===== src/rtl/lsu_pkg.sv =====
// lsu_pkg: shared access-type and state encodings for the handshaked load/store unit
package lsu_pkg;
    typedef enum logic [2:0] {
        LSU_B  = 3'b000,
        LSU_H  = 3'b001,
        LSU_W  = 3'b010,
        LSU_BU = 3'b011,
        LSU_HU = 3'b100
    } lsu_type_e;
    typedef enum logic [1:0] {
        ST_IDLE,
        ST_REQ,
        ST_DONE
    } lsu_state_e;
    localparam int XLEN_C = 32;
endpackage


===== src/rtl/lsu_align.sv =====
// lsu_align: byte-lane placement, load extraction and misalign flag (trap via LSU_MISALIGN_TRAP_EN)
module lsu_align
    import lsu_pkg::*;
(
    input  logic [2:0]  typ,
    input  logic [1:0]  off,
    input  logic [31:0] wdata,
    input  logic [31:0] rdata,
    output logic [3:0]  be,
    output logic [31:0] wdata_pl,
    output logic [31:0] rdata_ex,
    output logic        misalign
);
    logic        half;
    logic        word;
    logic [1:0]  eoff;
    logic [31:0] sh;
    always_comb begin
        half = typ == LSU_H || typ == LSU_HU;
        word = typ == LSU_W;
`ifdef LSU_MISALIGN_TRAP_EN
        misalign = (half && off[0]) || (word && off != 2'b00);
        eoff     = off;
`else
        // Without the trap, accesses are silently aligned down to their natural size.
        misalign = 1'b0;
        eoff     = word ? 2'b00 : half ? {off[1], 1'b0} : off;
`endif
        be       = word ? 4'b1111 : half ? 4'b0011 << eoff : 4'b0001 << eoff;
        wdata_pl = word ? wdata : half ? {2{wdata[15:0]}} : {4{wdata[7:0]}};
        sh       = rdata >> {eoff, 3'b000};
        rdata_ex = typ == LSU_B  ? {{24{sh[7]}}, sh[7:0]} :
                   typ == LSU_BU ? {24'h0, sh[7:0]} :
                   typ == LSU_H  ? {{16{sh[15]}}, sh[15:0]} :
                   typ == LSU_HU ? {16'h0, sh[15:0]} : sh;
    end
endmodule


===== src/rtl/lsu_hs.sv =====
// lsu_hs: multi-cycle load/store unit with req/ack memory handshake and timeout (misalign trap via LSU_MISALIGN_TRAP_EN)
module lsu_hs
    import lsu_pkg::*;
#(
    parameter int ADDR_W   = 12,
    parameter int WAIT_MAX = 16,
    parameter int XLEN     = 32
) (
    input  logic              clk_i,
    input  logic              rst_i,
    input  logic              req_valid_i,
    output logic              req_ready_o,
    input  logic              req_we_i,
    input  logic [2:0]        req_type_i,
    input  logic [31:0]       req_addr_i,
    input  logic [31:0]       req_wdata_i,
    output logic              resp_valid_o,
    output logic [31:0]       resp_rdata_o,
    output logic              resp_err_o,
    output logic              mem_req_o,
    output logic              mem_we_o,
    output logic [ADDR_W-1:0] mem_addr_o,
    output logic [3:0]        mem_be_o,
    output logic [31:0]       mem_wdata_o,
    input  logic              mem_ack_i,
    input  logic [31:0]       mem_rdata_i
);
    if (XLEN != XLEN_C) begin : g_bad_xlen
        $error("lsu_hs: XLEN must be 32");
    end
    localparam int CW = $clog2(WAIT_MAX + 1) + 1;
    lsu_state_e        state;
    logic [CW-1:0]     cnt;
    logic              we_q;
    logic              err_q;
    logic [2:0]        typ_q;
    logic [1:0]        off_q;
    logic [ADDR_W-1:0] addr_q;
    logic [3:0]        be_q;
    logic [31:0]       wdata_q;
    logic [31:0]       rdata_q;
    logic [3:0]        be;
    logic [31:0]       wdata_pl;
    logic [31:0]       rdata_ex;
    logic              misalign;
    logic              idle;
    logic              fault;
    logic              timeout;
    logic              unused_addr;
    assign unused_addr = ^req_addr_i[31:ADDR_W];
    assign idle        = state == ST_IDLE;
    assign fault       = misalign || (req_we_i ? req_type_i > LSU_W : req_type_i > LSU_HU);
    assign timeout     = WAIT_MAX != 0 && cnt == CW'(WAIT_MAX - 1);
    // Decode operates on the live request in IDLE and on the captured access afterwards.
    lsu_align u_align (
        .typ      (idle ? req_type_i : typ_q),
        .off      (idle ? req_addr_i[1:0] : off_q),
        .wdata    (req_wdata_i),
        .rdata    (mem_rdata_i),
        .be       (be),
        .wdata_pl (wdata_pl),
        .rdata_ex (rdata_ex),
        .misalign (misalign)
    );
    assign req_ready_o  = idle;
    assign resp_valid_o = state == ST_DONE;
    assign resp_err_o   = err_q;
    assign resp_rdata_o = rdata_q;
    assign mem_req_o    = state == ST_REQ;
    assign mem_we_o     = mem_req_o && we_q;
    assign mem_addr_o   = mem_req_o ? addr_q : '0;
    assign mem_be_o     = mem_req_o ? be_q : '0;
    assign mem_wdata_o  = mem_req_o ? wdata_q : '0;
    always_ff @(posedge clk_i) begin
        if (rst_i) begin
            state   <= ST_IDLE;
            cnt     <= '0;
            we_q    <= 1'b0;
            err_q   <= 1'b0;
            typ_q   <= '0;
            off_q   <= '0;
            addr_q  <= '0;
            be_q    <= '0;
            wdata_q <= '0;
            rdata_q <= '0;
        end else begin
            case (state)
                ST_IDLE: if (req_valid_i) begin
                    we_q    <= req_we_i;
                    typ_q   <= req_type_i;
                    off_q   <= req_addr_i[1:0];
                    addr_q  <= {req_addr_i[ADDR_W-1:2], 2'b00};
                    be_q    <= be;
                    wdata_q <= req_we_i ? wdata_pl : '0;
                    err_q   <= fault;
                    rdata_q <= '0;
                    cnt     <= '0;
                    state   <= fault ? ST_DONE : ST_REQ;
                end
                ST_REQ: if (mem_ack_i) begin
                    rdata_q <= we_q ? '0 : rdata_ex;
                    state   <= ST_DONE;
                end else if (timeout) begin
                    err_q <= 1'b1;
                    state <= ST_DONE;
                end else begin
                    cnt <= cnt + 1'b1;
                end
                default: begin
                    err_q   <= 1'b0;
                    rdata_q <= '0;
                    state   <= ST_IDLE;
                end
            endcase
        end
    end
endmodule


===== config.mk =====
export PLATFORM = sky130hd
export DESIGN_NAME = lsu_hs
export DESIGN_NICKNAME = d
export VERILOG_FILES = /design/src/rtl/lsu_pkg.sv /design/src/rtl/lsu_align.sv /design/src/rtl/lsu_hs.sv
export SDC_FILE = /design/constraint.sdc
export NUM_CORES = 1
export LEC_CHECK = 0
export BUFFER_PORTS_ARGS = -buffer_cell sky130_fd_sc_hd__buf_2
export CAP_MARGIN = 5
export CORE_AREA = 2 2 154 81
export DETAILED_ROUTE_END_ITERATION = 8
export DIE_AREA = 0 0 156 83
export HOLD_SLACK_MARGIN = 0.05
export PLACE_DENSITY_LB_ADDON = 0.3
export SLEW_MARGIN = 20
export SYNTH_ARGS = -nofsm -noshare
export SYNTH_HDL_FRONTEND = slang
export SYNTH_SLANG_ARGS = --single-unit

===== constraint.sdc =====
create_clock -name clk_i -period 2.3 [get_ports clk_i]
set_input_delay 0.46 -clock clk_i [delete_from_list [all_inputs] [get_ports clk_i]]
set_output_delay 0.46 -clock clk_i [all_outputs]
set_load 0.005 [all_outputs]

==> results of run 1 <==
==> what timing repair did <==
item | 4_1_cts | 5_1_grt
gates cloned | 2 | 0
hold buffers | 0 | 0
setup endpoints to repair | 30 | 79
gates resized for setup | 6 | 30
buffers inserted | 2 | 8
hold endpoints to repair | 0 | 0
pin swaps | 0 | 11
==> power by group through the flow <==
| stage | clock, mW | combinational, mW | sequential [mW] |
|---|---|---|---|
| floorplan | 0 | 0.652 | 1.75 |
| global placement | 0 | 1.04 | 1.76 |
| detailed placement | 0 | 1.07 | 1.76 |
| CTS | 1.58 | 1.10 | 1.73 |
| global route | 1.65 | 1.29 | 1.74 |
| finish | 1.55 | 1.21 | 1.73 |
==> cells in the mapped netlist, types with 3 or more instances <==
library cell / n
or3_1: 3
clkbuf_1: 35
dfxtp_1: 93
nor3_1: 5
o22a_1: 7
o21ai_0: 28
nor3b_1: 6
nand3b_1: 17
nor2_1: 18
inv_1: 13
nor2b_1: 3
a22o_1: 8
buf_4: 3
a211o_1: 8
nand2_1: 101
mux2i_1: 27
a21o_1: 3
xnor2_1: 5
xor2_1: 3
and2_1: 48
o31ai_2: 10
nand3_1: 7
buf_6: 3
a211oi_1: 30
a21oi_1: 42
o21a_1: 12
buf_2: 11
a41oi_1: 8
o31ai_1: 13
==> logic make-up (layout without fill, tap and decap cells) <==
logic type,Yosys count,in the layout,synth area share
xor+xnor,8,8,0.01377
other cells,1,2,0.0007369
flops,93,93,0.3659
mux,28,28,0.05532
buf+inv,67,264,0.06147
simple gates,220,220,0.2179
compound gates,191,193,0.2825
fa+ha+maj,1,1,0.002458
==> worst paths after layout <==
| path | endpoint | from | cells after the start | slack (ns) |
|---|---|---|---|---|
| min | addr_q[5] | req_addr_i[5] | 3 | 0.35 |
| max reg2reg | resp_rdata_o[23] | state[0] | 8 | -0.04 |
| max | resp_rdata_o[23] | state[0] | 8 | -0.04 |
| min reg2reg | wdata_q[30] | wdata_q[30] | 2 | 0.43 |
==> registers in the layout, indices dropped and copies added, names as in the netlist <==
signal	count
wdata_q	32
cnt	6
we_q	1
addr_q	10
off_q	2
typ_q	3
resp_err_o	1
resp_rdata_o	32
be_q	4
state	2
==> worst register-to-register path: stages (launching register included) <==
cell and delay (ns):
dfxtp_2 0.34, or2_4 0.29, a31o_4 0.25, buf_12 0.13, a211oi_4 0.27, a211oi_4 0.08, buf_4 0.16, o32a_4 0.44
a221oi_2 0.30
==> cell type report <==
class	count	share of cell area
multi-input cells	452	0.4467
flip-flops and latches	93	0.2683
clock buffers	10	0.03436
clock inverters	6	0.009896
repair buffers	234	0.2044
inverters	14	0.009356
well taps	150	0.02699
==> metal layers <==
layer  up-vias  wire [um]  GRT usage
li1       2566          -          -
met1      2526       8777     0.4146
met4         0        129    0.05421
met5         -          0          0
met2       248       6960     0.3399
met3        13       1755    0.07620
==> through the flow <==
stage / hold slack, ns / instance area (um2)
final: 0.3542 / 6954
after global routing: 0.3597 / 6954
after CTS: 0.3409 / 6743
after detailed placement: 0.4240 / 6369
after global placement: 0.4179 / 6369
after floorplan: 0.4071 / 5139
==> summary.md, run 1 <==
| Metric | Value |
|---|---|
| Die Height | around 83 um |
| Global route overflow | 0 |
| Crit path DAT | about 2.6 ns |
| Power Density | about 650 mW/mm2 |
| Layout cells sized above 1 | 0.3708 |
| Layout Skew | roughly 0.0062 ns |
| Avg Inst Size Synth | between 8 and 9 um2 |
| Largest net degree at the start of global routing | 52 |
| Overall power | around 4.5 mW |
| CTS tree | built |
| Post-route ant nets | 0 |
| # nets final | 909 |
| Gate power share | 0.270 |
| Clock Sinks | 93 |
| Area Growth Syn to Fin | 36.66% |
| VDD IR-drop max | approximately 440 uV |
| Internal power | between 3 and 4 mW |
| Failing checks | negative setup slack |
| Max Cap Violations | 0 |
| Final WL | between 15 and 20 mm |
| Vias in the first global route | between 4000 and 5000 |
| TritonRoute pass-1 iters | 5 |
| Die width | roughly 160 um |
| Reg power frac | 0.385 |
| Pins Over Slew Limit | 0 |
| Final hold vios | 0 |
| Finished Layout Cells | between 900 and 1000 |
| Fin util | 0.6033 |
| Worst Path Required | 2.55 ns |
| Vias per cell | approximately 5.6 |
| Fillers | 1007 |
| Register cell area after layout | between 0.0015 and 0.002 mm2 |
| Final worst slack | -0.04287 ns |
| CP most frequent cell | a211oi_4 |
| Period utilization | 1.019 |
| Via count | roughly 5400 |
| Switching Fraction | 0.3105 |
| Most common cell after layout, fill and taps aside | buf_2 |
| Setup TNS | -0.1894 ns |
| Antenna fix cells | 0 |
| Clock tree buffer depth | 2 |
| Slew margin rel. | 0.5229 |
| Yosys reg bits | slightly above 90 |
| Worst Path Max Fanout | 6 |
| Worst Max-Slew Pin Slew | 0.7149 ns |
| Syn Std Cell Area | 0.005089 mm2 |
| Detail Placement HPWL | ~13 mm |
| Inst Count DP | 931 |
| Htree depth | 3 |
| CP cell instances | or2_4 > a31o_4 > buf_12 > a211oi_4 > a211oi_4 > buf_4 > o32a_4 > a221oi_2 |
| Post-Synthesis Cells | between 600 and 700 |
| Clock slew at reported path FFs | around 0.070 ns |
| Post-synth top area share | 0.3659 |
| # setup viols final | 8 |
| Minimum clock period after layout | 2.343 ns |
| DR DRC count | 0 |
| First-pass GRT wire length | roughly 27 mm |
| Row cnt | 28 |
| Worst path max stage delay | roughly 0.44 ns |
| Post-synth cell types | 60 |
| Synth Warn # | 0 |
| Sw Pwr | between 1 and 1.5 mW |
| Critical Path Start Type | flip-flop |
| Worst Path Buf+Inv | 2 |
| Crit Path Class | reg -> reg |
| Main synth FF type | dfxtp_1 |
| DIE AREA | 0.01295 mm2 |
| Top cells by area, synth | dfxtp_1 37%, nand2_1 7.5%, and2_1 5.9% |
| Share of power burned in the clock network | 0.345 |
| Initial drt markers | about 620 |
| Critical-path top delay cell | o32a_4 |
| Sequential share of the synthesized area | 0.3659 |
| Core Box Area | between 0.01 and 0.015 mm2 |
| RSZ-0062 raised after global routing | yes |
| Routed wire per std cell | 18.38 um |
| I/O Pins | approximately 190 |
| Fraction of registers with async set/reset | 0 |
| GPL Wtd Cong | 0.9091 |
| Pre-CTS setup slack | -0.1435 ns |
| Initial Util | 0.4415 |
| Root Buffer | clkbuf_16 |
| Port Buffers | between 150 and 200 |
| EDFF count, synth | 0 |
| Synth area leader | dfxtp_1 |
| Min-delay worst type | in -> reg |
| CTS buffer count | 9 |
| P_leak | 3.168 nW |
| Multi-input logic area | ~0.0031 mm2 |
| Initial antenna violation count | 0 |
| Fmax achieved | about 430 MHz |
| Overall routing resource usage | 0.2614 |
| Most frequent cells in the layout | 166 x buf_2, 101 x nand2_1, 90 x dfxtp_1 |
| Cell family with most CP delay | compound AO/OA/AOI/OAI gates |
| Clk_lat worst skew | about 0.34 ns |
| Status | finished with violations |
| Crit end category | flip-flop |
Power figures use the tool's default switching activity.
==> run 2: changes to the inputs <==
- CTS_CLUSTER_SIZE: default -> 28
- REMOVE_ABC_BUFFERS: default -> 1
==> summary.md, run 2 (synthesis results as in run 1) <==
| Metric | Value |
|---|---|
| WHS | 0.3413 ns (-0.01297 ns) |
| Die Height | 83 um (unchanged) |
| Post-CTS Hold Fix Bufs | 0 (unchanged) |
| DR DRC count | 0 (unchanged) |
| Most common cell after layout, fill and taps aside | buf_2 |
| Reg power frac | 0.381 (-0.004) |
| CP most frequent cell | a21o_4 |
| CTS tree | built |
| TritonRoute pass-1 iters | 5 (unchanged) |
| Crit Path Class | reg -> reg |
| Initial drt markers | 486 (-21%) |
| CP cell instances | inv_1 > a31o_4 > a21o_4 > buf_8 > a21o_4 > o32a_4 > o31ai_1 |
| Global route overflow | 0 (unchanged) |
| Antenna fix cells | 0 (unchanged) |
| Layout Skew | 0.008996 ns (+0.002788 ns) |
| Layout cells sized above 1 | 0.3699 (-0.0009652) |
| Clock slew at reported path FFs | 0.07 ns (about the same) |
| Root Buffer | clkbuf_16 |
| CTS buffer count | 9 (unchanged) |
| Routed wire per std cell | 17.92 um (-2.5%) |
| Most frequent cells in the layout | 167 x buf_2, 100 x nand2_1, 91 x dfxtp_1 |
| Crit path DAT | 2.59 ns (about the same) |
| Final hold vios | 0 (unchanged) |
| Slew margin rel. | 0.5737 (+0.05078) |
| Minimum clock period after layout | 2.333 ns (-0.009887 ns) |
| Pins Over Slew Limit | 0 (unchanged) |
| Worst Path Max Fanout | 6 (unchanged) |
| Sw Pwr | 1.388 mW (-0.57%) |
| Row cnt | 28 (unchanged) |
| Area Growth Syn to Fin | 37.47% |
| Max Cap Violations | 0 (unchanged) |
| Clock tree buffer depth | 2 (unchanged) |
| Clk_lat worst skew | 0.34 ns (about the same) |
| Final worst slack | -0.03299 ns (+0.009887 ns) |
| Overall power | 4.557 mW (+1.4%) |
| Power Density | 651.4 mW/mm2 (+0.78%) |
| Min-delay worst type | in -> reg |
| Fin util | 0.6069 (+0.003583) |
| Final WL | 17.08 mm (-3.1%) |
| # setup viols final | 8 (unchanged) |
| Overall routing resource usage | 0.2534 (-0.007994) |
| # nets final | 903 (-0.66%) |
| Failing checks | negative setup slack |
| VDD IR-drop max | 339.8 uV (-23%) |
| Core Box Area | 0.01153 mm2 (unchanged) |
| Initial Util | 0.4415 (unchanged) |
| Port Buffers | 166 (unchanged) |
| Crit end category | flip-flop |
| Share of power burned in the clock network | 0.360 (+0.015) |
| Htree depth | 3 (unchanged) |
| Vias per cell | 5.751 (+3.0%) |
| Post-route ant nets | 0 (unchanged) |
| First-pass GRT wire length | 26.37 mm (-2.3%) |
| Period utilization | 1.014 (-0.004299) |
| Fillers | 974 (-3.3%) |
| RSZ-0062 raised after global routing | yes |
| Worst path max stage delay | 0.52 ns (+0.08 ns) |
| Via count | 5481 (+2.4%) |
| Critical-path top delay cell | dfxtp_1 |
| P_leak | 3.184 nW (+0.49%) |
| Critical Path Start Type | flip-flop |
| Worst Max-Slew Pin Slew | 0.6395 ns (-0.07540 ns) |
| Fmax achieved | 428.6 MHz (+0.42%) |
| DIE AREA | 0.01295 mm2 (unchanged) |
| Worst Path Required | 2.56 ns (about the same) |
| Gate power share | 0.259 (-0.011) |
| Initial antenna violation count | 0 (unchanged) |
| Largest net degree at the start of global routing | 52 (unchanged) |
| Clock Sinks | 93 (unchanged) |
| Internal power | 3.169 mW (+2.2%) |
| I/O Pins | 189 (unchanged) |
| Vias in the first global route | 5191 (+4.4%) |
| Status | finished with violations |
| GPL Wtd Cong | 0.9831 (+8.1%) |
| Die width | 156 um (unchanged) |
| Detail Placement HPWL | 11.70 mm (-8.7%) |
| Switching Fraction | 0.3045 (-0.005941) |
-- run 2: cell types whose count changed in the layout (fill, tap and decap cells not counted), sizes merged --
| cell | change |
|---|---|
| o32a | +1 |
| clkinv | -1 |
| bufinv | +1 |
| buf | -7 |
-- run 2: worst paths after layout --
path / from / endpoint / slack [ns] / cells after the start
min reg2reg: wdata_q[14] / wdata_q[14] / 0.43 / 2
max: typ_q[2] / resp_rdata_o[19] / -0.03 / 7
max reg2reg: typ_q[2] / resp_rdata_o[19] / -0.03 / 7
min: req_wdata_i[31] / wdata_q[31] / 0.34 / 3
-- run 2: critical path: cells and delay by family, from the launching register on --
kind                   cells  cell delay (ns)
AOI/OAI and AO/OA          5             1.45
buffers and inverters      2             0.28
DFF                        1             0.52
-- run 2: through the flow --
step,cell area (um2),setup TNS (ns),setup WS (ns),std cells
after global routing,6995,-1.040,-0.08001,953
final,6995,-0.1744,-0.03299,953
after floorplan,4835,-48.01,-1.044,557
after CTS,6730,0,0.01107,940
after global placement,6269,-6.199,-0.2622,920
after detailed placement,6269,-7.153,-0.3324,920
-- run 2: metal layers --
metal	global-route usage	wire length, um	vias to the layer above
met5	0	0	-
met4	0.06005	238	0
met3	0.07568	1595	32
met2	0.3850	7379	262
met1	0.3533	7866	2630
li1	-	-	2557
-- run 2: area by class of cell --
| cell class | count | area [um2] | area share |
|---|---|---|---|
| sequential | 93 | 1867 | 0.2669 |
| multi-input combinational | 453 | 3171 | 0.4532 |
| clock inverter | 6 | 96.34 | 0.01377 |
| clock buffer | 10 | 229.0 | 0.03273 |
| tap | 150 | 187.7 | 0.02683 |
| inverter | 14 | 60.06 | 0.008585 |
| timing repair buffer | 227 | 1385 | 0.1980 |
-- run 2: power groups by stage --
| stage | clock network [mW] | logic [mW] | registers, mW |
|---|---|---|---|
| floorplan | 0 | 0.554 | 1.76 |
| global placement | 0 | 0.983 | 1.76 |
| detailed placement | 0 | 1.01 | 1.77 |
| CTS | 1.66 | 1.05 | 1.73 |
| global route | 1.75 | 1.27 | 1.74 |
| finish | 1.64 | 1.18 | 1.73 |
-- run 2: what timing repair did --
action,CTS,global route
gates resized for setup,18,34
cloned,2,2
buffers inserted,2,11
pin swaps,5,12
setup endpoints to repair,30,78
==> run 3: changes to the inputs <==
- ABC_AREA: default -> 1
- CORE_AREA: 2 2 154 81 -> 2 2 151 79
- DIE_AREA: 0 0 156 83 -> 0 0 153 81
==> summary.md, run 3 <==
| Metric | Value |
|---|---|
| Htree depth | 3 (unchanged) |
| Min-delay worst type | in -> reg |
| Pre-CTS setup slack | 0.05458 ns (+0.3870 ns) |
| Die Height | 81 um (-2.4%) |
| Minimum clock period after layout | 2.180 ns (-0.1532 ns) |
| Final WL | 14.45 mm (-15%) |
| EDFF count, synth | 0 (unchanged) |
| Main synth FF type | dfxtp_1 |
| Post-Synthesis Cells | 755 (+24%) |
| VDD IR-drop max | 406.0 uV (+19%) |
| Syn Std Cell Area | 0.004901 mm2 (-3.7%) |
| Layout cells sized above 1 | 0.2751 (-0.09478) |
| # nets final | 1027 (+14%) |
| Final worst slack | 0.1202 ns (+0.1532 ns) |
| Initial drt markers | 454 (-6.6%) |
| Critical Path Start Type | flip-flop |
| Crit path DAT | 2.44 ns (-0.15 ns) |
| Status | complete, no violations |
| Vias per cell | 4.921 (-14%) |
| # setup viols final | 0 (-8) |
| Most common cell after layout, fill and taps aside | nand2_1 |
| Core Box Area | 0.01132 mm2 (-1.8%) |
| Most frequent cells in the layout | 199 x nand2_1, 166 x buf_2, 99 x inv_1 |
| Sequential share of the synthesized area | 0.3799 (+0.01401) |
| Antenna fix cells | 0 (unchanged) |
| CTS buffer count | 9 (unchanged) |
| Global route overflow | 0 (unchanged) |
| P_leak | 3.154 nW (-0.94%) |
| Largest net degree at the start of global routing | 41 (-21%) |
| Fraction of registers with async set/reset | 0 (unchanged) |
| Root Buffer | clkbuf_16 |
| Avg Inst Size Synth | 6.491 um2 (-22%) |
| Final hold vios | 0 (unchanged) |
| First-pass GRT wire length | 22.36 mm (-15%) |
| Port Buffers | 166 (unchanged) |
| Fin util | 0.5616 (-0.04534) |
| Detail Placement HPWL | 10.40 mm (-11%) |
| DIE AREA | 0.01239 mm2 (-4.3%) |
| Post-synth cell types | 38 (-37%) |
| Via count | 5300 (-3.3%) |
| Yosys reg bits | 93 (unchanged) |
| Routed wire per std cell | 13.42 um (-25%) |
| Synth area leader | dfxtp_1 |
| Overall routing resource usage | 0.2222 (-0.03116) |
| Post-synth top area share | 0.3799 (+0.01401) |
| Post-route ant nets | 0 (unchanged) |
| Crit Path Class | reg -> reg |
| I/O Pins | 189 (unchanged) |
| Top cells by area, synth | dfxtp_1 38%, nand2_1 15%, inv_1 7.7% |
| Row cnt | 28 (unchanged) |
| Period utilization | 0.9477 (-0.06660) |
| Worst Path Max Fanout | 12 (+6) |
| GPL Wtd Cong | 0.8985 (-8.6%) |
| Initial antenna violation count | 0 (unchanged) |
| Clock Sinks | 93 (unchanged) |
| Worst Path Required | 2.56 ns (about the same) |
| Clk_lat worst skew | 0.35 ns (about the same) |
| DR DRC count | 0 (unchanged) |
| Max Cap Violations | 0 (unchanged) |
| Fmax achieved | 458.8 MHz (+7.0%) |
| Clock slew at reported path FFs | 0.07 ns (about the same) |
| Layout Skew | 0.01401 ns (+0.005013 ns) |
| TritonRoute pass-1 iters | 5 (unchanged) |
| Top cells by count, synth | 199 x nand2_1, 100 x inv_1, 93 x dfxtp_1 |
| Power Density | 734.9 mW/mm2 (+13%) |
| Initial Util | 0.4331 (-0.008385) |
| Most numerous cell in the Yosys netlist | nand2_1 |
| Synth Warn # | 0 (unchanged) |
| Vias in the first global route | 4539 (-13%) |
| Clock tree buffer depth | 2 (unchanged) |
| Post-CTS Hold Fix Bufs | 0 (unchanged) |
| Area Growth Syn to Fin | 29.67% |
| Pins Over Slew Limit | 0 (unchanged) |
| CTS tree | built |
| Crit end category | flip-flop |
| Die width | 153 um (-1.9%) |
[run 3: per-stage QoR]
stage          instances   TNS [ns]  instance area [um2]  hold WS [ns]  total power, mW
2_1_floorplan        713     -15.26                 4674        0.4310            2.526
3_3_place_gp        1057          0                 5933        0.4442            2.963
3_5_place_dp        1057          0                 5933        0.4485            2.974
4_1_cts             1073          0                 6264        0.3726            4.636
5_1_grt             1077  -0.003373                 6355        0.3822            4.938
6_report            1077          0                 6355        0.3863            4.670
[run 3: kinds of logic (layout without fill, tap and decap cells)]
kind of cell               count (synthesis)  after routing  synth area share
other                                      1              2         0.0007652
buffers and inverters                    147            318            0.1266
DFF                                       93             93            0.3799
and+or+nand+nor                          341            341            0.2974
AOI/OAI and AO/OA                        170            170            0.1892
xor gates and xnor gates                   2              2          0.003575
adders and majority gates                  1              1          0.002553
[run 3: critical path, cell delays in order (launching register included)]
cell and delay [ns]:
dfxtp_2 0.36, buf_4 0.15, inv_2 0.05, nand2_4 0.11, nand2_1 0.06, nand2_1 0.10, nand3_2 0.14, nand2_2 0.12
inv_1 0.11, nand2_8 0.12, nand2_2 0.06, nand3_1 0.08, nand3_2 0.13, nand2_4 0.15, clkbuf_16 0.18, nand2_1 0.05
a21oi_1 0.12
[run 3: layout make-up]
cell class | instances | area, um2
tap | 150 | 187.7
sequential | 93 | 1864
fill | 1134 | 4961
inverter | 104 | 394.1
clock inverter | 6 | 91.34
clock buffer | 10 | 239.0
multi-input combinational | 516 | 2461
timing repair buffer | 198 | 1117
[run 3: layer usage]
metal	vias to the layer above	GRT usage	wire length, um
li1	2743	-	-
met5	-	0	0
met4	0	0.04815	166
met2	182	0.3117	5729
met3	17	0.04589	980
met1	2358	0.3441	7578
[run 3: power breakdown]
group	switching, mW	total (mW)	internal (mW)
logic	0.811	1.27	0.463
registers	0.0319	1.74	1.71
clock network	0.666	1.66	0.993
[run 3: final timing paths]
kind                 endpoint  slack, ns  depth (start not counted)     startpoint
max          resp_rdata_o[13]       0.12                         16       state[1]
min                  off_q[1]       0.39                          3  req_addr_i[1]
max reg2reg  resp_rdata_o[13]       0.12                         16       state[1]
min reg2reg         addr_q[4]       0.46                          2      addr_q[4]
[run 3: what timing repair did]
| item | 4_1_cts | 5_1_grt |
|---|---|---|
| setup buffers | 0 | 3 |
| gates resized for setup | 0 | 12 |
| setup endpoints to repair | 0 | 50 |
